--- src/rtl/spi_frame_master_if.sv ---
// Host-side request/response bundle for spi_frame_master.
// The master modport is the requester; the slave modport is the frame engine.
interface spi_frame_master_if;
    localparam int unsigned WORD_W = 10;
    localparam int unsigned DATA_W = 8;

    logic              start;
    logic [WORD_W-1:0] tx_word;
    logic              ready;
    logic              busy;
    logic [DATA_W-1:0] rd_data;
    logic              rd_valid;
    logic              done;

    modport master (
        output start, tx_word,
        input  ready, busy, rd_data, rd_valid, done
    );

    modport slave (
        input  start, tx_word,
        output ready, busy, rd_data, rd_valid, done
    );
endinterface

--- src/rtl/spi_frame_master.sv ---
// SPI master issuing 10-bit {cmd, payload} frames, one bit per clk,
// capturing an 8-bit reply for read-data (cmd=11) frames.
module spi_frame_master #(
    parameter int unsigned RD_TURNAROUND = 3,
    parameter int unsigned IDLE_GAP      = 1
) (
    input  logic                     clk,
    input  logic                     rst,
    spi_frame_master_if.slave        host,
    output logic                     SS_n,
    output logic                     MOSI,
    input  logic                     MISO
);
    localparam int unsigned CNT_W = 4;
    localparam logic [CNT_W-1:0] SHIFT_LAST = CNT_W'(9);
    localparam logic [CNT_W-1:0] CAP_LAST   = CNT_W'(7);
    localparam logic [CNT_W-1:0] TURN_LAST  = CNT_W'(RD_TURNAROUND - 1);
    localparam logic [CNT_W-1:0] GAP_LAST   = CNT_W'(IDLE_GAP - 1);

    typedef enum logic [2:0] {
        IDLE, WAKE, CMD, SHIFT, HOLD, TURN, CAPTURE, GAP
    } state_t;

    state_t           state;
    logic [9:0]       word_q;
    logic [1:0]       cmd_q;
    logic [7:0]       shift_q;
    logic [CNT_W-1:0] cnt;
    logic             ready_q;
    logic             busy_q;
    logic [7:0]       rd_data_q;
    logic             rd_valid_q;
    logic             done_q;

    assign host.ready    = ready_q;
    assign host.busy     = busy_q;
    assign host.rd_data  = rd_data_q;
    assign host.rd_valid = rd_valid_q;
    assign host.done     = done_q;

    // Outputs are registered alongside the state they belong to, so each
    // transition also loads the pin values for the state being entered.
    always_ff @(posedge clk) begin
        if (rst) begin
            state      <= IDLE;
            word_q     <= '0;
            cmd_q      <= '0;
            shift_q    <= '0;
            cnt        <= '0;
            SS_n       <= 1'b1;
            MOSI       <= 1'b0;
            ready_q    <= 1'b1;
            busy_q     <= 1'b0;
            rd_data_q  <= '0;
            rd_valid_q <= 1'b0;
            done_q     <= 1'b0;
        end else begin
            rd_valid_q <= 1'b0;
            done_q     <= 1'b0;
            case (state)
                IDLE: begin
                    if (host.start) begin
                        word_q  <= host.tx_word;
                        cmd_q   <= host.tx_word[9:8];
                        state   <= WAKE;
                        SS_n    <= 1'b0;
                        MOSI    <= 1'b0;
                        ready_q <= 1'b0;
                        busy_q  <= 1'b1;
                    end
                end
                WAKE: begin
                    state <= CMD;
                    MOSI  <= word_q[9];
                end
                CMD: begin
                    state <= SHIFT;
                    MOSI  <= word_q[9];
                    cnt   <= '0;
                end
                SHIFT: begin
                    if (cnt == SHIFT_LAST) begin
                        MOSI <= 1'b0;
                        cnt  <= '0;
                        if (cmd_q == 2'b11) begin
                            state <= (RD_TURNAROUND == 0) ? CAPTURE : TURN;
                        end else begin
                            state <= HOLD;
                        end
                    end else begin
                        MOSI   <= word_q[8];
                        word_q <= {word_q[8:0], 1'b0};
                        cnt    <= cnt + CNT_W'(1);
                    end
                end
                HOLD: begin
                    state  <= GAP;
                    SS_n   <= 1'b1;
                    done_q <= 1'b1;
                    cnt    <= '0;
                end
                TURN: begin
                    if (cnt == TURN_LAST) begin
                        state <= CAPTURE;
                        cnt   <= '0;
                    end else begin
                        cnt <= cnt + CNT_W'(1);
                    end
                end
                CAPTURE: begin
                    shift_q <= {shift_q[6:0], MISO};
                    if (cnt == CAP_LAST) begin
                        state      <= GAP;
                        SS_n       <= 1'b1;
                        done_q     <= 1'b1;
                        rd_data_q  <= {shift_q[6:0], MISO};
                        rd_valid_q <= 1'b1;
                        cnt        <= '0;
                    end else begin
                        cnt <= cnt + CNT_W'(1);
                    end
                end
                GAP: begin
                    if (cnt == GAP_LAST) begin
                        state   <= IDLE;
                        ready_q <= 1'b1;
                        busy_q  <= 1'b0;
                        cnt     <= '0;
                    end else begin
                        cnt <= cnt + CNT_W'(1);
                    end
                end
                default: begin
                    state   <= IDLE;
                    SS_n    <= 1'b1;
                    MOSI    <= 1'b0;
                    ready_q <= 1'b1;
                    busy_q  <= 1'b0;
                    cnt     <= '0;
                end
            endcase
        end
    end
endmodule

--- src/flat_wrapper.sv ---
// flat-port wrapper written by rule: the top's interface ports become plain ports
module spi_frame_master_flat 
#(
    parameter int unsigned RD_TURNAROUND = 3,
    parameter int unsigned IDLE_GAP      = 1
)
  (clk, rst, SS_n, MOSI, MISO, host_start, host_tx_word, host_ready, host_busy, host_rd_data, host_rd_valid, host_done);
  spi_frame_master_if host_i ();
  input  logic clk;
  input  logic rst;
  output logic SS_n;
  output logic MOSI;
  input  logic MISO;
  input wire logic [$bits(host_i.start)-1:0] host_start;
  input wire logic [$bits(host_i.tx_word)-1:0] host_tx_word;
  output wire logic [$bits(host_i.ready)-1:0] host_ready;
  output wire logic [$bits(host_i.busy)-1:0] host_busy;
  output wire logic [$bits(host_i.rd_data)-1:0] host_rd_data;
  output wire logic [$bits(host_i.rd_valid)-1:0] host_rd_valid;
  output wire logic [$bits(host_i.done)-1:0] host_done;
  assign host_i.start = host_start;
  assign host_i.tx_word = host_tx_word;
  assign host_ready = host_i.ready;
  assign host_busy = host_i.busy;
  assign host_rd_data = host_i.rd_data;
  assign host_rd_valid = host_i.rd_valid;
  assign host_done = host_i.done;
  spi_frame_master #(.RD_TURNAROUND(RD_TURNAROUND), .IDLE_GAP(IDLE_GAP)) u_core (.clk(clk), .rst(rst), .host(host_i), .SS_n(SS_n), .MOSI(MOSI), .MISO(MISO));
endmodule
--- config.mk ---
export PLATFORM = sky130hd
export DESIGN_NAME = spi_frame_master_flat
export DESIGN_NICKNAME = d
export VERILOG_FILES = /design/src/rtl/spi_frame_master_if.sv /design/src/rtl/spi_frame_master.sv /design/src/flat_wrapper.sv
export SDC_FILE = /design/constraint.sdc
export NUM_CORES = 1
export LEC_CHECK = 0
export CAP_MARGIN = 20
export CORE_MARGIN = 4
export CORE_UTILIZATION = 45
export DETAILED_ROUTE_END_ITERATION = 10
export PLACE_DENSITY = 0.78
export SLEW_MARGIN = 15
export SYNTH_ARGS = -nofsm -noshare
export SYNTH_HDL_FRONTEND = slang
export SYNTH_SLANG_ARGS = --single-unit
--- constraint.sdc ---
create_clock -name clk -period 1.7 [get_ports clk]
set_input_delay 0.34 -clock clk [delete_from_list [all_inputs] [get_ports clk]]
set_output_delay 0.34 -clock clk [all_outputs]
set_load 0.05 [all_outputs]
==> results.txt <==
Ranked by instance count, the synthesized netlist is headed by 40 x sky130_fd_sc_hd__dfxtp_1, 20 x sky130_fd_sc_hd__nor2_1, 19 x sky130_fd_sc_hd__mux2i_1. Counting cells, the worst reg-to-reg path comes to 6. Along the worst path, the maximum fanout reaches 4. Sum of negative setup slack: 0 ns. The setup-violating endpoint count in the final report was 0. After detailed routing, the number of remaining DRC violations is 0. The floorplan step defined a die boundary enclosing 5410 sq um.

The overall die width came out at 73.5 um. For this block, the initial DRC count from the detailed router was 141. Data arrives at the worst endpoint at 1.87 ns. The multi-input combinational cells in the finished layout cover a total of 1120 sq um. Setup repair after global routing could not meet its margin everywhere. The proportion of register bits with asynchronous set or reset after synthesis was 0; the final setup slack of the worst path was 0.0159 ns. The Yosys step of the flow raised 0 warnings.

On the final layout, the worst hold slack is 0.471 ns. The global router's overall resource usage is 0.169, and the setup slack after placement is -0.0463 ns. The residual antenna-violating net count after detailed routing was 0. The clock net in this run drives a total of 40 sinks. The worst-case IR drop observed on VDD is 0.000473 V. In the routed layout, each cell is associated on average with a via count of 5.40. The first global-routing pass estimated 7140 um of wire. The area share of the largest cell type after synthesis came out at 0.415. At the pin with the least slew margin, the transition time is 0.331 ns. The tools report the I/O pin total as 28. Total power divided by cell area: 815 nW/um^2. The worst clock skew on the final layout is 0.00388 ns, and the maximum cell stage delay along the critical path is 0.35 ns. For the count of max-cap constraint violations, the log shows 0.

The ratio of cells with drive above 1 in the final layout works out to 0.294. The final number of hold-violating endpoints was 0; the gate count after technology mapping was 218. The fmax is 594 MHz, and the synthesized area divided by synthesized cell count is 8.86 sq um.

Routability-driven placement finished with a final weighted congestion of 0.827. TritonCTS built the clock tree. For this design the static power due to leakage is 0.000988 uW.

The type of element launching the critical path is a flip-flop. The clock passes through at most 2 buffers. In this run, synthesis produced a sequential element count of 40.

Detailed routing inserted a total of 1,686 vias. At the worst endpoint, the required time is 1.89 ns. The total routed wirelength came out at 4430 um. The critical path class is reg -> reg.

The sequential standard cell area was 806 sq um. Entering global routing, the biggest net connects 19 pins. For this run, the post-layout net count is 280. The run gives 1,530 as the number of global-route vias before repair. The max-slew violation total from the final report came out at 0. The number of antenna diodes in the final layout is 0. The fill cell total of the finished layout is 347, and the final clock period utilization by the worst path is 0.991.

The tools report the power after layout as 2070 uW. The largest individual stage delay along the critical path comes from the cell sky130_fd_sc_hd__o41ai_2. The run finished with clean final reports.

CTS placed an instance of sky130_fd_sc_hd__clkbuf_8 at the clock tree root. The worst setup path is captured at a flip-flop. The run gives 4 as the number of iterations in the first detailed-routing pass. Worst hold path class: reg -> reg.

Among all cell types in the netlist, the one instantiated most often is sky130_fd_sc_hd__dfxtp_1. Once detailed placement completed, the half-perimeter wirelength came to 2920 um. The number of clock buffers inserted by TritonCTS is 5, and the initial antenna violation count is 0.

The worst register-to-register path begins at u_core.cnt[1]. The count of standard-cell rows was 23; the final period demand of the worst path was 1.68 ns. The unique cell type count in the Yosys netlist came out at 43. In the post-synthesis netlist, the biggest area contributors are sky130_fd_sc_hd__dfxtp_1 41%, sky130_fd_sc_hd__mux2i_1 9.8%, sky130_fd_sc_hd__a21oi_1 4.7%. In this run the standard cell core region covers 4090 sq um.

The clock insertion delay at the later pin of the skew report came out at 0.29 ns. The end of the worst register-to-register path was u_core.cnt[1]. Of all cell types, the one taking the most synthesized area is sky130_fd_sc_hd__dfxtp_1.

The floorplan die height came out at 73.5 um. Deepest level of the CTS H-tree: 2. Relative to the synthesized area, the layout overhead comes to 31.2%. Yosys mapped a number of flops with a built-in enable equal to 0. The first element of the critical path was u_core.cnt[1]. The cell area that synthesis handed to floorplanning was 1930 sq um. In the final routed layout, each cell accounts on average for 14.2 um.

The run gives 0.779 as the remaining max-slew budget at the tightest pin. The setup slack of the worst register-to-register path is 0.02 ns. The primary flip-flop cell chosen by synthesis mapping was sky130_fd_sc_hd__dfxtp_1.

The capturing element of the worst setup path was u_core.cnt[1]. During placement, the flow inserted port buffers numbering 27. Clock-pin slew was measured on the worst setup and hold paths at 0.08 ns. The run gives 0.415 as the post-synthesis sequential area ratio. Walking the worst path, the cells encountered are buf_4, ha_1, and3b_2, a22oi_2, a221oi_4, o41ai_2.

When the netlist entered floorplanning its net count stood at 236. Summed over all layers, the global routing overflow is 0. The run gives 0.473 as the effective utilization at floorplan.
[through the flow]
step                cells  utilization  cell area [sq um]
finish                312        0.620               2530
global route          312        0.620               2530
CTS                   309        0.585               2390
detailed placement    302        0.565               2310
global placement      302        0.565               2310
floorplan             218            -               1930
[logic make-up (layout without fill, tap and decap cells)]
| group | after synthesis | after routing | synth area share |
|---|---|---|---|
| buffers and inverters | 22 | 65 | 0.0693 |
| DFF | 40 | 40 | 0.415 |
| muxes | 20 | 20 | 0.104 |
| xor gates and xnor gates | 2 | 2 | 0.00907 |
| and+or+nand+nor | 75 | 75 | 0.198 |
| adders and majority gates | 4 | 4 | 0.0259 |
| AOI/OAI and AO/OA | 55 | 56 | 0.179 |
[report_power, final]
part,total (uW),switching [uW],internal (uW)
sequential,1020,37.7,987
clock,603,326,278
combinational,438,230,208
total,2070,593,1470
[worst max-delay path: cells and delay by family (launching register included)]
kind                     cells  cell delay (ns)
AO/OA/AOI/OAI                3             0.65
adder cells (fa/ha/maj)      1             0.22
buffers and inverters        1             0.15
flip-flops                   1             0.32
AND/OR/NAND/NOR              1             0.24
[flip-flops by register name (all words and copies together) (netlist names)]
register              flops
u_core.host.rd_valid      1
u_core.host.ready         1
u_core.SS_n               1
u_core.host.rd_data       8
u_core.shift_q            7
u_core.MOSI               1
u_core.word_q            10
u_core.host.busy          1
u_core.cnt                4
u_core.state              3
u_core.cmd_q              2
u_core.host.done          1
[placed cells by master, fill, tap and decap left out, types with 4 or more instances in the layout]
cell type                         Yosys  layout
sky130_fd_sc_hd__a21oi_1             18      13
sky130_fd_sc_hd__a21oi_2              1       5
sky130_fd_sc_hd__a31oi_1              5       5
sky130_fd_sc_hd__buf_4                0      38
sky130_fd_sc_hd__clkbuf_8             0       5
sky130_fd_sc_hd__clkdlybuf4s50_1      0      13
sky130_fd_sc_hd__dfxtp_1             40      36
sky130_fd_sc_hd__dfxtp_2              0       4
sky130_fd_sc_hd__inv_1                5       5
sky130_fd_sc_hd__mux2i_1             19      19
sky130_fd_sc_hd__nand2_1             16      16
sky130_fd_sc_hd__nand3_1              8       8
sky130_fd_sc_hd__nor2_1              20      19
sky130_fd_sc_hd__nor2b_1              4       4
sky130_fd_sc_hd__nor3_1               4       4
sky130_fd_sc_hd__o21ai_0             16      15
sky130_fd_sc_hd__or3_1                4       4
sky130_fd_sc_hd__or3_4                0       4
[worst min path at each step]
stage | startpoint | end | cells after the start | slack [ns]
finish | u_core.shift_q[6] | u_core.shift_q[6] | 2 | 0.47
global route | u_core.word_q[6] | u_core.word_q[6] | 2 | 0.49
CTS | u_core.word_q[6] | u_core.word_q[6] | 2 | 0.48
detailed placement | u_core.word_q[5] | u_core.word_q[5] | 2 | 0.47
global placement | u_core.shift_q[6] | u_core.shift_q[6] | 2 | 0.45
floorplan | rst | u_core.cnt[1] | 1 | 0.43
[per-layer routing]
| metal | GRT usage | vias up | part of all wire |
|---|---|---|---|
| met1 | 0.242 | 785 | 0.49 |
| met4 | 0.0563 | 0 | 0.012 |
| met5 | 0 | - | 0 |
| met3 | 0.0534 | 6 | 0.049 |
| li1 | - | 859 | - |
| met2 | 0.238 | 36 | 0.45 |
[what timing repair did]
action                                  CTS  global route
pin swaps                                 4             5
hold buffers                              0             0
endpoints found under the setup margin    4            12
gates resized for setup                   2            25
buffers inserted                          0             2
gates cloned                              0             1
[layout make-up]
type,instances,area share
clock buffers,5,0.0272
clock inverters,2,0.00494
inverters,5,0.00741
multi-input cells,157,0.441
flip-flops and latches,40,0.318
well taps,50,0.0247
repair buffers,53,0.176
No activity file was read; power rests on OpenSTA's default activity.
